[config.mk]
export PLATFORM = sky130hd
export DESIGN_NAME = mips_muldiv_unit_flat
export DESIGN_NICKNAME = d
export VERILOG_FILES = /design/src/rtl/mips_muldiv_pkg.sv /design/src/rtl/mips_muldiv_if.sv /design/src/rtl/mips_div_step.sv /design/src/rtl/mips_muldiv_unit.sv /design/src/flat_wrapper.sv
export SDC_FILE = /design/constraint.sdc
export NUM_CORES = 1
export LEC_CHECK = 0
export CORE_AREA = 2 2 243 305
export CTS_BUF_LIST = sky130_fd_sc_hd__clkbuf_2 sky130_fd_sc_hd__clkbuf_4 sky130_fd_sc_hd__clkbuf_8
export DETAILED_ROUTE_END_ITERATION = 10
export DIE_AREA = 0 0 245 307
export SYNTH_ARGS = -nofsm -noshare
export SYNTH_HDL_FRONTEND = slang
export SYNTH_SLANG_ARGS = --single-unit
[constraint.sdc]
create_clock -name clk -period 13 [get_ports clk]
set_clock_uncertainty 0.15 [all_clocks]
set_input_delay 2.6 -clock clk [delete_from_list [all_inputs] [get_ports clk]]
set_output_delay 2.6 -clock clk [all_outputs]
set_load 0.02 [all_outputs]
[src/rtl/mips_muldiv_pkg.sv]
// Shared types and constants for the MIPS HI/LO multiply/divide unit.
package mips_muldiv_pkg;

  localparam int MD_ITER  = 32;
  localparam int MD_CNT_W = $clog2(MD_ITER);

  typedef enum logic [1:0] {
    MULT  = 2'b00,
    MULTU = 2'b01,
    DIV   = 2'b10,
    DIVU  = 2'b11
  } t_md_op;

  typedef enum logic [1:0] {
    IDLE = 2'd0,
    RUN  = 2'd1,
    FIX  = 2'd2
  } t_md_state;

endpackage

[src/rtl/mips_muldiv_if.sv]
// Core <-> multiply/divide unit connection: issue, MTHI/MTLO writes, stall and HI/LO readback.
interface mips_muldiv_if
  import mips_muldiv_pkg::*;
#(
  parameter int XLEN = 32
);

  logic            clock_enable;
  logic            start;
  t_md_op          op;
  logic [XLEN-1:0] op_a;
  logic [XLEN-1:0] op_b;
  logic            hi_write;
  logic            lo_write;
  logic [XLEN-1:0] wdata;
  logic            busy;
  logic            done;
  logic [XLEN-1:0] hi;
  logic [XLEN-1:0] lo;

  modport master (
    output clock_enable, start, op, op_a, op_b, hi_write, lo_write, wdata,
    input  busy, done, hi, lo
  );

  modport slave (
    input  clock_enable, start, op, op_a, op_b, hi_write, lo_write, wdata,
    output busy, done, hi, lo
  );

endinterface

[src/rtl/mips_div_step.sv]
// One restoring-divide iteration: shift in the next dividend bit, trial-subtract, keep or restore.
module mips_div_step #(
  parameter int XLEN = 32
) (
  input  logic [XLEN:0]   rem_in,
  input  logic            dvd_msb,
  input  logic [XLEN-1:0] divisor,
  output logic [XLEN:0]   rem_out,
  output logic            q_bit
);

  logic [XLEN+1:0] shifted;
  logic [XLEN+1:0] diff;

  // The extra top bit makes the borrow of the trial subtraction an exact sign bit.
  assign shifted = {rem_in, dvd_msb};
  assign diff    = shifted - {2'b00, divisor};
  assign q_bit   = ~diff[XLEN+1];
  assign rem_out = q_bit ? diff[XLEN:0] : shifted[XLEN:0];

endmodule

[src/rtl/mips_muldiv_unit.sv]
// Iterative MULT/MULTU/DIV/DIVU unit owning HI/LO: 32 RUN cycles plus one FIX/commit cycle.
module mips_muldiv_unit
  import mips_muldiv_pkg::*;
#(
  parameter int XLEN = 32
) (
  input  logic         clk,
  input  logic         reset,
  mips_muldiv_if.slave md
);

  t_md_state           state_reg;
  logic [MD_CNT_W-1:0] cnt_reg;
  t_md_op              op_reg;
  logic [XLEN-1:0]     a_reg;
  logic                sign_b_reg;
  logic [XLEN-1:0]     opnd_reg;
  logic [2*XLEN-1:0]   acc_reg;
  logic [XLEN:0]       rem_reg;
  logic [XLEN-1:0]     hi_reg;
  logic [XLEN-1:0]     lo_reg;
  logic                done_reg;

  // Operand magnitudes; only the signed ops (op[0] == 0) fold negatives.
  logic            start_signed;
  logic [XLEN-1:0] abs_a;
  logic [XLEN-1:0] abs_b;

  assign start_signed = ~md.op[0];
  assign abs_a = (start_signed && md.op_a[XLEN-1]) ? -md.op_a : md.op_a;
  assign abs_b = (start_signed && md.op_b[XLEN-1]) ? -md.op_b : md.op_b;

  // Shift-add multiply: upper half accumulates, lower half shifts the multiplier out.
  logic [XLEN:0]     mul_sum;
  logic [2*XLEN-1:0] mul_next;

  assign mul_sum  = {1'b0, acc_reg[2*XLEN-1:XLEN]} + (acc_reg[0] ? {1'b0, opnd_reg} : '0);
  assign mul_next = {mul_sum, acc_reg[XLEN-1:1]};

  // Divide: acc_reg[XLEN-1:0] shifts dividend bits out and quotient bits in.
  logic [XLEN:0]     div_rem;
  logic              div_q;
  logic [2*XLEN-1:0] div_next;

  mips_div_step #(.XLEN(XLEN)) u_div_step (
    .rem_in  (rem_reg),
    .dvd_msb (acc_reg[XLEN-1]),
    .divisor (opnd_reg),
    .rem_out (div_rem),
    .q_bit   (div_q)
  );

  assign div_next = {acc_reg[2*XLEN-1:XLEN], acc_reg[XLEN-2:0], div_q};

  logic              is_signed;
  logic              neg_res;
  logic              neg_rem;
  logic              div_zero;
  logic [2*XLEN-1:0] prod_fix;
  logic [XLEN-1:0]   quo_fix;
  logic [XLEN-1:0]   rem_fix;
  logic [XLEN-1:0]   fix_hi;
  logic [XLEN-1:0]   fix_lo;

  assign is_signed = ~op_reg[0];
  assign neg_res   = is_signed & (a_reg[XLEN-1] ^ sign_b_reg);
  assign neg_rem   = is_signed & a_reg[XLEN-1];
  assign div_zero  = (opnd_reg == '0);
  assign prod_fix  = neg_res ? -acc_reg : acc_reg;
  assign quo_fix   = neg_res ? -acc_reg[XLEN-1:0] : acc_reg[XLEN-1:0];
  assign rem_fix   = neg_rem ? -rem_reg[XLEN-1:0] : rem_reg[XLEN-1:0];

  // Divide by zero bypasses sign correction entirely.
  always_comb begin
    fix_hi = prod_fix[2*XLEN-1:XLEN];
    fix_lo = prod_fix[XLEN-1:0];
    if (op_reg[1]) begin
      if (div_zero) begin
        fix_hi = a_reg;
        fix_lo = '1;
      end else begin
        fix_hi = rem_fix;
        fix_lo = quo_fix;
      end
    end
  end

  always_ff @(posedge clk or posedge reset) begin
    if (reset) begin
      state_reg  <= IDLE;
      cnt_reg    <= '0;
      op_reg     <= MULT;
      a_reg      <= '0;
      sign_b_reg <= 1'b0;
      opnd_reg   <= '0;
      acc_reg    <= '0;
      rem_reg    <= '0;
      hi_reg     <= '0;
      lo_reg     <= '0;
      done_reg   <= 1'b0;
    end else if (md.clock_enable) begin
      done_reg <= 1'b0;
      case (state_reg)
        IDLE: begin
          if (md.start) begin
            op_reg     <= md.op;
            a_reg      <= md.op_a;
            sign_b_reg <= md.op_b[XLEN-1];
            opnd_reg   <= md.op[1] ? abs_b : abs_a;
            acc_reg    <= {{XLEN{1'b0}}, (md.op[1] ? abs_a : abs_b)};
            rem_reg    <= '0;
            cnt_reg    <= '0;
            state_reg  <= RUN;
          end else begin
            if (md.hi_write) hi_reg <= md.wdata;
            if (md.lo_write) lo_reg <= md.wdata;
          end
        end
        RUN: begin
          acc_reg <= op_reg[1] ? div_next : mul_next;
          if (op_reg[1]) rem_reg <= div_rem;
          cnt_reg <= cnt_reg + 1'b1;
          if (cnt_reg == MD_CNT_W'(MD_ITER - 1)) state_reg <= FIX;
        end
        FIX: begin
          hi_reg    <= fix_hi;
          lo_reg    <= fix_lo;
          done_reg  <= 1'b1;
          state_reg <= IDLE;
        end
        default: state_reg <= IDLE;
      endcase
    end
  end

  assign md.busy = (state_reg != IDLE);
  assign md.done = done_reg;
  assign md.hi   = hi_reg;
  assign md.lo   = lo_reg;

endmodule

[src/flat_wrapper.sv]
// flat-port wrapper written by rule: the top's interface ports become plain ports
module mips_muldiv_unit_flat import mips_muldiv_pkg::*;
#(
  parameter int XLEN = 32
)
  (clk, reset, md_clock_enable, md_start, md_op, md_op_a, md_op_b, md_hi_write, md_lo_write, md_wdata, md_busy, md_done, md_hi, md_lo);
  mips_muldiv_if #(.XLEN(XLEN)) md_i ();
  input  logic clk;
  input  logic reset;
  input wire logic [$bits(md_i.clock_enable)-1:0] md_clock_enable;
  input wire logic [$bits(md_i.start)-1:0] md_start;
  input wire logic [$bits(md_i.op)-1:0] md_op;
  input wire logic [$bits(md_i.op_a)-1:0] md_op_a;
  input wire logic [$bits(md_i.op_b)-1:0] md_op_b;
  input wire logic [$bits(md_i.hi_write)-1:0] md_hi_write;
  input wire logic [$bits(md_i.lo_write)-1:0] md_lo_write;
  input wire logic [$bits(md_i.wdata)-1:0] md_wdata;
  output wire logic [$bits(md_i.busy)-1:0] md_busy;
  output wire logic [$bits(md_i.done)-1:0] md_done;
  output wire logic [$bits(md_i.hi)-1:0] md_hi;
  output wire logic [$bits(md_i.lo)-1:0] md_lo;
  assign md_i.clock_enable = md_clock_enable;
  assign md_i.start = md_start;
  assign md_i.op = md_op;
  assign md_i.op_a = md_op_a;
  assign md_i.op_b = md_op_b;
  assign md_i.hi_write = md_hi_write;
  assign md_i.lo_write = md_lo_write;
  assign md_i.wdata = md_wdata;
  assign md_busy = md_i.busy;
  assign md_done = md_i.done;
  assign md_hi = md_i.hi;
  assign md_lo = md_i.lo;
  mips_muldiv_unit #(.XLEN(XLEN)) u_core (.clk(clk), .reset(reset), .md(md_i));
endmodule
* After elaboration in Yosys (flattened, before gate mapping)
Cells that the tools add are included.
** Storage, ports and cells
- Flip-flop bits (word level) :: 236
- Latch bits :: 0
- RAM bits :: 0
- ROM bits :: 0
- Bits of input ports :: 104
- Output and inout port bits :: 66
- Logic and storage cells :: 81
- Memories :: 0
** Operators by class
- $add $sub $neg :: 8
- Multiply operators :: 0
- Div/mod/pow operators :: 0
- Magnitude comparators :: 0
- Equal/unequal tests :: 10
- Shift operators :: 0
- Muxes and demuxes :: 31
- Bitwise gates (word level) :: 6
- Reduce and logical (&&, ||, !) cells :: 14
** Operators with widths (number)
- two-way mux 32 bit :: 15
- two-way mux 64 bit :: 3
- negator 32 bit :: 4
- one-hot mux 32 bit (2 select lines) :: 2
- one-hot mux 64 bit (2 select lines) :: 1
- two-way mux 33 bit :: 3
- one-hot mux 33 bit (2 select lines) :: 1
- negator 64 bit :: 1
- subtractor 34 x 32 -> 34 bit :: 1
- adder 32 x 33 -> 33 bit :: 1
- zero test 32 bit :: 1
- AND reduction 4 bit :: 4
- != test 2 bit, second input constant :: 5
- one-hot mux 5 bit (2 select lines) :: 1
- AND reduction 3 bit :: 3
- nonzero test 2 bit :: 3
- adder 5 x 1 -> 5 bit, second input constant :: 1
- equality test 5 bit, second input constant :: 1
- two-way mux 5 bit :: 1
- two-way mux 2 bit :: 2
- != test 2 x 1 -> 1 bit, second input constant :: 2
- one-hot mux 2 bit (2 select lines) :: 1
- inverter 1 bit :: 3
- AND 1 bit :: 2
- other kinds (6) :: 7

* Logic depth before layout (Yosys ltp)
Gate-level depths: netlist (run 1).
- Depth after elaboration :: 6
- Mapped depth :: 14
- Depth with buffers taken out :: 14

* Modules after synthesis
Synthesis (run 1) repeated with hierarchy kept, for this count alone.
** Unflattened totals
- Cells, all modules :: 2273
- Area, all modules :: 18247.5 µm²
** By module, submodules not included
- mips_muldiv_unit :: times used 1, cells an instance 1967, area an instance 16034.1 µm², sequential area each 5905.7 µm²
- mips_div_step :: times used 1, cells an instance 306, area an instance 2213.4 µm², sequential area each 0.0 µm²

* Worst setup path before layout (run 1)
No wires, ideal clock.
- Path type :: input-to-reg
- Start :: input md_op_b[10]
- End :: register u_core.acc_reg[28]
- Library setup time :: 0.065 ns
- Arrival :: 4.875 ns
- Required time :: 12.785 ns
- Setup slack :: 7.910 ns
- Cell stages on the path :: 8
- Buffers on the path :: 0
- Path through :: nor4_1 nor4bb_1 nand4_1 o41ai_1 xnor2_1 nor2_1 a211oi_1 o22a_1
** On the way
- Cells in the longest elaborated chain, start to end :: 5
** RTL lines
- start, declared :: line flat_wrapper.sv:14 : input wire logic [$bits(md_i.op_b)-1:0] md_op_b;
- negator 32 bit :: line mips_muldiv_unit.sv:31 : assign abs_b = (start_signed && md.op_b[XLEN-1]) ? -md.op_b : md.op_b;
- two-way mux 32 bit :: line mips_muldiv_unit.sv:31
- two-way mux 32 bit :: line mips_muldiv_unit.sv:110 : acc_reg <= {{XLEN{1'b0}}, (md.op[1] ? abs_a : abs_b)};
- two-way mux 64 bit :: line mips_muldiv_unit.sv:105 : if (md.start) begin
- one-hot mux 64 bit (2 select lines) :: line mips_muldiv_unit.sv:103 : case (state_reg)
- end signal, assigned :: line mips_muldiv_unit.sv:110
- end signal, assigned :: line mips_muldiv_unit.sv:120 : acc_reg <= op_reg[1] ? div_next : mul_next;
- end, declared :: line mips_muldiv_unit.sv:18 : logic [2*XLEN-1:0] acc_reg;
No other way between the ends. The select of a mux whose other input is x is not followed.
A chain may end at the register's enable or synchronous reset.

* Worst setup path after layout (run 1)
- Start :: input md_op_b[10]
- End :: register u_core.acc_reg[31]
The elaborated chain is that of the path after synthesis.

==> results of run 1 <==
-- logic make-up (layout without fill, tap and decap cells) --
group           after synthesis  count (layout)
buf+inv                     214             346
other cells                   0               2
flops                       236             236
simple gates                764             764
mux                          68              68
xor+xnor                    206             206
compound gates              728             728
fa+ha+maj                    72              72
-- critical path, delay by kind of cell --
kind | cells | cell delay, ns
AO/OA/AOI/OAI | 3 | 0.53
buffers and inverters | 1 | 0.45
AND/OR/NAND/NOR | 6 | 2.46
-- final cells by class --
type	instances	area share, %
tap	960	5.59
timing repair buffer	195	8.78
multi-input combinational	1838	52.5
inverter	75	1.35
clock buffer	62	3.71
antenna	2	0.0233
clock inverter	14	0.519
sequential	236	27.5
-- final timing paths --
| check | startpoint | to | cells past startpoint |
|---|---|---|---|
| worst max-delay path | md_op_b[10] | u_core.acc_reg[31] | 10 |
| worst min-delay path | u_core.md.lo[0] | u_core.md.lo[0] | 2 |
| worst max register to register | u_core.acc_reg[0] | u_core.acc_reg[62] | 13 |
| worst min register to register | u_core.md.lo[0] | u_core.md.lo[0] | 2 |
| max in group asynchronous | reset | u_core.op_reg[1] | 3 |
| min in group asynchronous | reset | u_core.acc_reg[56] | 2 |
-- stage by stage --
step	cell area, um2	util, %	hold WS [ns]	total power, W	setup WS (ns)
6_report	21500	29.6	0.329	0.00490	7.30
5_1_grt	21500	29.6	0.360	0.00521	6.92
4_1_cts	21500	29.6	0.334	0.00488	7.38
3_5_place_dp	20600	28.3	0.320	0.00411	6.78
3_3_place_gp	20600	28.3	0.311	0.00407	6.79
2_1_floorplan	17900	-	0.295	0.00312	3.78
-- per-layer routing --
layer / part of all wire (%) / up-vias / track usage [%]
met5: 0.12 / - / 0
met4: 5.0 / 14 / 8.41
met3: 7.3 / 131 / 3.19
met2: 45 / 632 / 28.3
met1: 43 / 8287 / 23.3
li1: - / 8303 / -
-- placed cells by master (no fill, tap or decap), types with 6 or more instances in the layout --
cell / netlist / layout
nand2_1: 351 / 350
o21ai_0: 266 / 266
dfrtp_1: 236 / 235
a21oi_1: 198 / 198
nor2_1: 185 / 182
clkdlybuf4s50_1: 0 / 168
xnor2_1: 112 / 112
xor2_1: 94 / 93
inv_1: 74 / 73
ha_1: 70 / 70
mux2i_1: 63 / 63
nor3_1: 59 / 59
clkbuf_8: 0 / 53
a21o_1: 42 / 42
o31ai_1: 33 / 33
o22ai_1: 29 / 29
buf_4: 0 / 27
o211ai_1: 24 / 24
nor4_1: 22 / 22
or3_1: 22 / 22
a211oi_1: 21 / 21
o41ai_1: 19 / 19
nand3_1: 19 / 19
nand2b_1: 18 / 18
and3_1: 15 / 15
a31oi_1: 14 / 14
nand4_1: 13 / 13
or4_1: 12 / 12
nor2b_1: 13 / 12
o21a_1: 10 / 10
clkbuf_4: 0 / 9
and2_1: 8 / 8
o21bai_1: 8 / 8
clkinv_2: 0 / 8
o21ai_1: 11 / 7
a21boi_0: 6 / 6
-- power breakdown --
| group | switching [W] | leakage (nW) | total, W | internal, W |
|---|---|---|---|---|
| Combinational | 0.00160 | 5.62 | 0.00267 | 0.00108 |
| Sequential | 0.000423 | 2.97 | 0.00146 | 0.00103 |
| Clock | 0.000350 | 0.475 | 0.000766 | 0.000416 |
| Total | 0.00237 | 9.07 | 0.00490 | 0.00253 |
==> impl_metrics.csv, run 1 <==
group,metric,value,unit
timing,hold_viol,0,
setup_path,crit_chain,"clkdlybuf4s50_1 > nor4_1 > nor4bb_1 > nand4_1 > nor3_1 > nor2_1 > nor2_1 > a21oi_1 > a221o_1 > o21ai_0",
synthesis,netlist_top_cells_count,"351 x nand2_1, 266 x o21ai_0, 236 x dfrtp_1, 198 x a21oi_1, 185 x nor2_1",
cells_and_area,fin_nets,2564,
timing,timing.setup.tns,0,ns
power_and_ir_drop,vdd_drop_max,0.000120,V
setup_path,path_class,"primary input to register",
place,finalWeightedCongestion,0.931,
synthesis,ys.warnings.count,0,
drt,drc,0,
timing,finalSetupViolations,0,
setup_path,critPathMaxStageDelay,0.84,ns
global_route,grt_pass1_wl,102000,um
timing,rsz0062_at_grt,"no",
power_and_ir_drop,power.leakage,9.07,nW
run,maxCapViolations,0,
floorplanning,initial_core_util,24.7,%
synthesis,synthAdderAreaFrac,5.11,%
drt,wl_per_cell,20.5,um
timing,fin_crit_sh,43.8,%
setup_path,slowest_stage,"nor4bb_1",
timing,slew_viol_final,0,
floorplanning,die_h,307,um
synthesis,yosysMostFrequentCell,"nand2_1",
synthesis,synthXorXnorAreaFrac,10.1,%
timing,relSlewSlack,19.9,%
synthesis,async_flop_share,100,%
synthesis,mappedNetlistArea,17900,um2
place,dpl.hpwl,53800,um
place,dp.cells,3304,
synthesis,synth_top_family_by_area,"compound AO/OA/AOI/OAI gates",
cells_and_area,largest_reg_flops,64,
global_route,grt_overflow,0,
status,status,"finished, final reports clean",
cells_and_area,area_delta_synth_final,19.8,%
place,io_buffers,169,
clock_network,insertion_delay,0.60,ns
synthesis,synth_cells,2288,
cells_and_area,drive_gt1_share,5.83,%
power_and_ir_drop,power_density,228,nW/um2
cells_and_area,multi_input_area,11300,um2
drt,first_pass_iters,5,
clock_network,cts_sinks,236,
clock_network,cts-resized-gates,0,
drt,first_iter_violations,1398,
synthesis,synth_compound_area_share,24.3,%
synthesis,synth_edf_count,0,
timing,fin_crit,5.70,ns
setup_path,path_common_cell,"nor2_1",
timing,max_freq,0.176,GHz
global_route,grt_pass1_vias,15900,
clock_network,holdBufCountCts,0,
global_route,antenna_found_initial,8,
cells_and_area,area.sequential,5910,um2
global_route,track_usage,17.8,%
clock_network,cts_made_buffers,42,
synthesis,synthMuxAreaShare,3.83,%
cells_and_area,stdcell_count,3382,
synthesis,avgSynthCellArea,7.84,um2
drt,route.final.wire_length,69300,um
timing,worstMarginPinSlew,1.19,ns
clock_network,htree_levels,2,
synthesis,seq_area_frac_synth,32.9,%
clock_network,cts_tree,"yes",
synthesis,ys_ff_latch,236,
drt,ant_nets,0,
floorplanning,die_w,245,um
floorplanning,rows,111,
drt,vias,17400,
clock_network,clockBufferDepth,3,
global_route,grt_max_degree,115,
synthesis,yosysTopAreaCell,"dfrtp_1",
synthesis,yosysTopAreaCellShare,32.9,%
clock_network,root_buffer,"clkbuf_8",
synthesis,synthTopCellsByArea,"dfrtp_1 33%, o21ai_0 7.4%, nand2_1 7.3%",
clock_network,clkTransAtPathRegs,0.06,ns
drt,avgViaCountPerCell,5.14,
setup_path,cp-end-kind,"register",
setup_path,crit_fanout,6,
synthesis,synth_cell_types,77,
synthesis,synthFlopType,"dfrtp_1",
worst_hold_path,min_path_type,"register to register",
setup_path,start_kind,"primary input",
setup_path,reg2reg_setup_slack,7.93,ns
cells_and_area,fillers,7783,
clock_network,post_cts_buffers,0,
setup_path,cp.arrival,6.04,ns
synthesis,synth.net_count,2464,
floorplanning,dieArea,75200,um2
setup_path,critPathRequiredTime,13.35,ns
floorplanning,core_area,72600,um2
synthesis,synth-simple-area-share,19.2,%
floorplanning,io_pins,170,
Power figures use the tool's default switching activity.
==> inputs of run 2 (changes only) <==
==> constraint.sdc (replaced) <==
create_clock -name clk -period 4.9 [get_ports clk]
set_clock_uncertainty 0.15 [all_clocks]
set_input_delay 0.98 -clock clk [delete_from_list [all_inputs] [get_ports clk]]
set_output_delay 0.98 -clock clk [all_outputs]
set_load 0.02 [all_outputs]
==> impl_metrics.csv, run 2 (synthesis results as in run 1) <==
group,metric,value,unit
status,status,"finished, final reports clean",
worst_hold_path,holdPathStages,2,
global_route,grt_overflow,0,
cells_and_area,largest_reg_flops,64,
drt,route.final.wire_length,68300,um
floorplanning,initial_core_util,24.7,%
floorplanning,dieArea,75200,um2
floorplanning,die_h,307,um
timing,max_freq,0.225,GHz
timing,rsz0062_at_grt,"no",
place,dpl.hpwl,53800,um
setup_path,path_class,"register to register",
clock_network,post_cts_buffers,0,
clock_network,cts_tree,"yes",
cells_and_area,area.sequential,5910,um2
cells_and_area,fillers,7782,
floorplanning,die_w,245,um
worst_hold_path,hold_start,"u_core.md.lo[17]",
setup_path,cp.arrival,4.75,ns
cells_and_area,final_common_cell,"nand2_1",
clock_network,holdBufCountCts,0,
cells_and_area,area_delta_synth_final,20.8,%
cells_and_area,drive_gt1_share,6.48,%
worst_hold_path,holdPathEnd,"u_core.md.lo[17]",
timing,fin_crit_sh,90.7,%
floorplanning,core_area,72600,um2
global_route,grt_pass1_wl,102000,um
cells_and_area,multi_input_area,11300,um2
setup_path,ff2ff_path_depth,14,
drt,avgViaCountPerCell,5.14,
power_and_ir_drop,vdd_drop_max,0.000280,V
cells_and_area,finalCoreUtilization,29.8,%
floorplanning,io_pins,170,
timing,worstMarginPinSlew,1.05,ns
drt,vias,17500,
drt,ant_nets,0,
global_route,use_met3,3.05,%
global_route,antenna_found_initial,3,
drt,first_pass_iters,5,
cells_and_area,mostFrequentLayoutCells,"350 x nand2_1, 266 x o21ai_0, 235 x dfrtp_1, 198 x a21oi_1, 182 x nor2_1",
timing,finalSetupViolations,0,
drt,drc,0,
clock_network,clkTransAtPathRegs,0.06,ns
global_route,track_usage,17.7,%
clock_network,insertion_delay,0.58,ns
global_route,grt_max_degree,88,
global_route,met2_usage,28.0,%
clock_network,clockBufferDepth,3,
clock_network,root_buffer,"clkbuf_8",
timing,slew_viol_final,0,
global_route,grt_busiest_layer,"met2",
setup_path,critPathRequiredTime,5.21,ns
setup_path,rr_endpoint,"u_core.acc_reg[62]",
power_and_ir_drop,power.leakage,9.17,nW
setup_path,worstReg2RegStart,"u_core.acc_reg[0]",
clock_network,htree_levels,2,
timing,timing.setup.tns,0,ns
setup_path,crit_fanout,28,
cells_and_area,fin_nets,2580,
timing,relSlewSlack,29.7,%
place,io_buffers,169,
clock_network,cts_sinks,236,
clock_network,cts_made_buffers,42,
floorplanning,rows,111,
timing,fin_crit,4.44,ns
clock_network,cts-resized-gates,0,
setup_path,reg2reg_setup_slack,0.46,ns
place,finalWeightedCongestion,0.964,
timing,hold_viol,0,
global_route,grt_pass1_vias,16300,
setup_path,cp-end-kind,"register",
run,maxCapViolations,0,
global_route,met1_usage,23.3,%
worst_hold_path,min_path_type,"register to register",
power_and_ir_drop,power_density,596,nW/um2
drt,first_iter_violations,1157,
setup_path,start_kind,"register",
drt,wl_per_cell,20.1,um
run 2: changes by cell type in the layout (fill, tap and decap cells not counted), sizes merged:
cell,change
buf,+16
clkbuf,+7
clkinv,-4
inv,-2
diode,-1
run 2: how the worst max path moves through the flow:
stage                            from                 end  slack (ns)  depth (start not counted)
floorplan                       reset     u_core.a_reg[0]        0.68                          1
global placement    u_core.acc_reg[0]  u_core.acc_reg[60]        0.69                         14
detailed placement  u_core.acc_reg[0]  u_core.acc_reg[60]        0.53                         14
CTS                 u_core.acc_reg[0]  u_core.acc_reg[60]        0.52                         14
global route        u_core.acc_reg[0]  u_core.acc_reg[62]        0.25                         14
finish              u_core.acc_reg[0]  u_core.acc_reg[62]        0.46                         14
run 2: area by class of cell:
type / count / share of cell area (%)
Clock inverter: 8 / 0.335
Tap cell: 960 / 5.55
Inverter: 75 / 1.32
Timing Repair Buffer: 211 / 9.49
Multi-Input combinational cell: 1838 / 52.1
Antenna cell: 1 / 0.0116
Clock buffer: 69 / 3.92
Sequential cell: 236 / 27.3
run 2: critical path, cell delays in order, from the launching register on:
cell	delay (ns)
dfrtp_1	0.43
inv_1	0.23
buf_4	0.36
nor2_1	0.08
ha_1	0.36
a21o_1	0.22
nand2_1	0.06
o21ai_0	0.11
a211o_1	0.29
a2111oi_0	0.79
o21ai_0	0.45
a21oi_1	0.29
o21ai_0	0.13
xor2_1	0.15
a22o_1	0.19
run 2: report_power, final:
group	internal (W)	switching, W
logic	0.00290	0.00424
clock network	0.00115	0.000876
registers	0.00275	0.000981
run 2: per-layer routing:
layer / wire length, um / share of wire (%)
met1: 29100 / 43
met2: 30700 / 45
met3: 5110 / 7.5
met4: 3410 / 5.0
met5: 29 / 0.042
run 2: metrics by stage:
stage                     cells  power (W)  hold WS (ns)  worst slack, ns  area, um2
after floorplan            2288    0.00829         0.295            0.678      17900
final                      3398     0.0129         0.327            0.457      21700
after global placement     3320     0.0107         0.313            0.687      20700
after CTS                  3397     0.0129         0.330            0.518      21600
after detailed placement   3320     0.0108         0.317            0.531      20700
after global routing       3398     0.0138         0.350            0.255      21700
==> inputs of run 3 (changes only) <==
--- a/config.mk
+++ b/config.mk
@@ -5,10 +5,11 @@
 export SDC_FILE = /design/constraint.sdc
 export NUM_CORES = 1
 export LEC_CHECK = 0
-export CORE_AREA = 2 2 243 305
+export CORE_AREA = 2 2 193 242
 export CTS_BUF_LIST = sky130_fd_sc_hd__clkbuf_2 sky130_fd_sc_hd__clkbuf_4 sky130_fd_sc_hd__clkbuf_8
+export CTS_CLUSTER_DIAMETER = 40
 export DETAILED_ROUTE_END_ITERATION = 10
-export DIE_AREA = 0 0 245 307
+export DIE_AREA = 0 0 195 244
 export SYNTH_ARGS = -nofsm -noshare
 export SYNTH_HDL_FRONTEND = slang
 export SYNTH_SLANG_ARGS = --single-unit
==> impl_metrics.csv, run 3 (synthesis results as in run 1) <==
group,metric,value,unit
status,status,"finished, final reports clean",
floorplanning,die_w,195,um
drt,first_pass_iters,5,
cells_and_area,multi_input_area,11300,um2
cells_and_area,area_delta_synth_final,19.3,%
clock_network,cts_sinks,236,
timing,slew_viol_final,0,
setup_path,crit_fanout,14,
floorplanning,core_area,45100,um2
global_route,grt_max_degree,106,
power_and_ir_drop,power.leakage,9.26,nW
place,finalWeightedCongestion,0.929,
drt,route.final.wire_length,68900,um
worst_hold_path,holdPathStages,2,
global_route,grt_pass1_wl,104000,um
clock_network,holdBufCountCts,0,
global_route,grt_overflow,0,
cells_and_area,mostFrequentLayoutCells,"351 x nand2_1, 265 x o21ai_0, 235 x dfrtp_1, 198 x a21oi_1, 182 x nor2_1",
drt,avgViaCountPerCell,5.74,
cells_and_area,final_common_cell,"nand2_1",
floorplanning,initial_core_util,39.8,%
setup_path,ff2ff_path_depth,15,
timing,worstMarginPinSlew,1.09,ns
cells_and_area,drive_gt1_share,7.01,%
clock_network,cts-resized-gates,0,
setup_path,path_common_cell,"o21ai_0",
global_route,antenna_found_initial,1,
floorplanning,io_pins,170,
place,io_buffers,169,
floorplanning,dieArea,47600,um2
setup_path,critPathRequiredTime,5.27,ns
floorplanning,die_h,244,um
setup_path,crit_chain,"inv_1 > buf_4 > nor2_1 > ha_1 > o21ai_0 > nor2_1 > o31ai_1 > o221ai_1 > buf_4 > a2111oi_0 > o21ai_0 > a21oi_1 > o21ai_0 > xor2_1 > a22o_1",
timing,hold_viol,0,
setup_path,slowest_stage,"a2111oi_0",
timing,finalSetupViolations,0,
clock_network,clkTransAtPathRegs,0.06,ns
clock_network,insertion_delay,0.64,ns
place,dpl.hpwl,53900,um
timing,fin_crit,4.27,ns
timing,timing.setup.tns,0,ns
timing,relSlewSlack,27.4,%
drt,vias,17400,
drt,wl_per_cell,22.7,um
cells_and_area,fillers,4474,
clock_network,htree_levels,2,
setup_path,start_kind,"register",
drt,ant_nets,0,
timing,hold-worst-slack,0.328,ns
timing,max_freq,0.234,GHz
clock_network,cts_tree,"yes",
drt,first_iter_violations,1347,
setup_path,path_class,"register to register",
setup_path,cp.arrival,4.64,ns
power_and_ir_drop,power_density,626,nW/um2
timing,rsz0062_at_grt,"no",
clock_network,clockBufferDepth,3,
cells_and_area,largest_reg_flops,64,
floorplanning,rows,87,
cells_and_area,fin_nets,2592,
cells_and_area,area.sequential,5910,um2
power_and_ir_drop,vdd_drop_max,0.000245,V
clock_network,post_cts_buffers,0,
global_route,track_usage,28.5,%
drt,drc,0,
setup_path,cp-end-kind,"register",
global_route,grt_pass1_vias,16800,
clock_network,root_buffer,"clkbuf_8",
setup_path,critPathMaxStageDelay,0.51,ns
clock_network,cts_made_buffers,48,
worst_hold_path,min_path_type,"register to register",
run,maxCapViolations,0,
timing,fin_crit_sh,87.1,%
run 3: cell count changes in the layout (fill, tap and decap cells not counted), sizes merged:
cell      previous run  this run
buf                 43        49
bufinv               1         5
clkbuf              69        63
clkinv               5        10
clkinvlp             4         8
inv                 73        75
run 3: final timing paths:
path | slack [ns] | to | start
worst max-delay path | 0.63 | u_core.acc_reg[62] | u_core.acc_reg[0]
worst min-delay path | 0.33 | u_core.md.lo[23] | u_core.md.lo[23]
worst max register to register | 0.63 | u_core.acc_reg[62] | u_core.acc_reg[0]
worst min register to register | 0.33 | u_core.md.lo[23] | u_core.md.lo[23]
max in group asynchronous | 3.21 | u_core.op_reg[1] | reset
min in group asynchronous | 0.50 | u_core.md.hi[26] | reset
run 3: critical path: cells and delay by family (launching register included):
kind	cells	cell delay, ns
compound gates	8	2.27
buf+inv	3	0.71
flops	1	0.44
fa+ha+maj	1	0.30
simple gates	2	0.16
xor+xnor	1	0.15
run 3: area by class of cell:
type	instances	area share (%)
multi-input combinational	1838	52.7
sequential	236	27.6
timing repair buffer	217	9.82
clock buffer	63	3.82
tap	578	3.38
inverter	75	1.33
clock inverter	23	1.30
antenna	1	0.0117
run 3: metal layers:
| layer | GRT usage (%) | part of all wire, % | vias up |
|---|---|---|---|
| li1 | - | - | 8382 |
| met5 | 0 | 0 | - |
| met4 | 14.6 | 5.5 | 0 |
| met2 | 48.1 | 48 | 565 |
| met3 | 4.45 | 5.7 | 144 |
| met1 | 35.2 | 41 | 8319 |
run 3: metrics by stage:
step                instance area (um2)  std cells  total power [W]  util, %  setup slack [ns]
global placement                  20300       2944           0.0109     45.0             0.702
detailed placement                20300       2944           0.0110     45.0             0.702
finish                            21400       3031           0.0134     47.5             0.631
global route                      21400       3031           0.0143     47.5             0.343
floorplan                         17900       2288          0.00829        -             0.678
CTS                               21400       3030           0.0134     47.5             0.705
run 3: power breakdown:
| part | total, W | switching (W) | leakage, nW | internal (W) |
|---|---|---|---|---|
| Clock | 0.00235 | 0.000985 | 0.550 | 0.00137 |
| Sequential | 0.00371 | 0.000959 | 2.97 | 0.00275 |
| Combinational | 0.00733 | 0.00440 | 5.74 | 0.00293 |
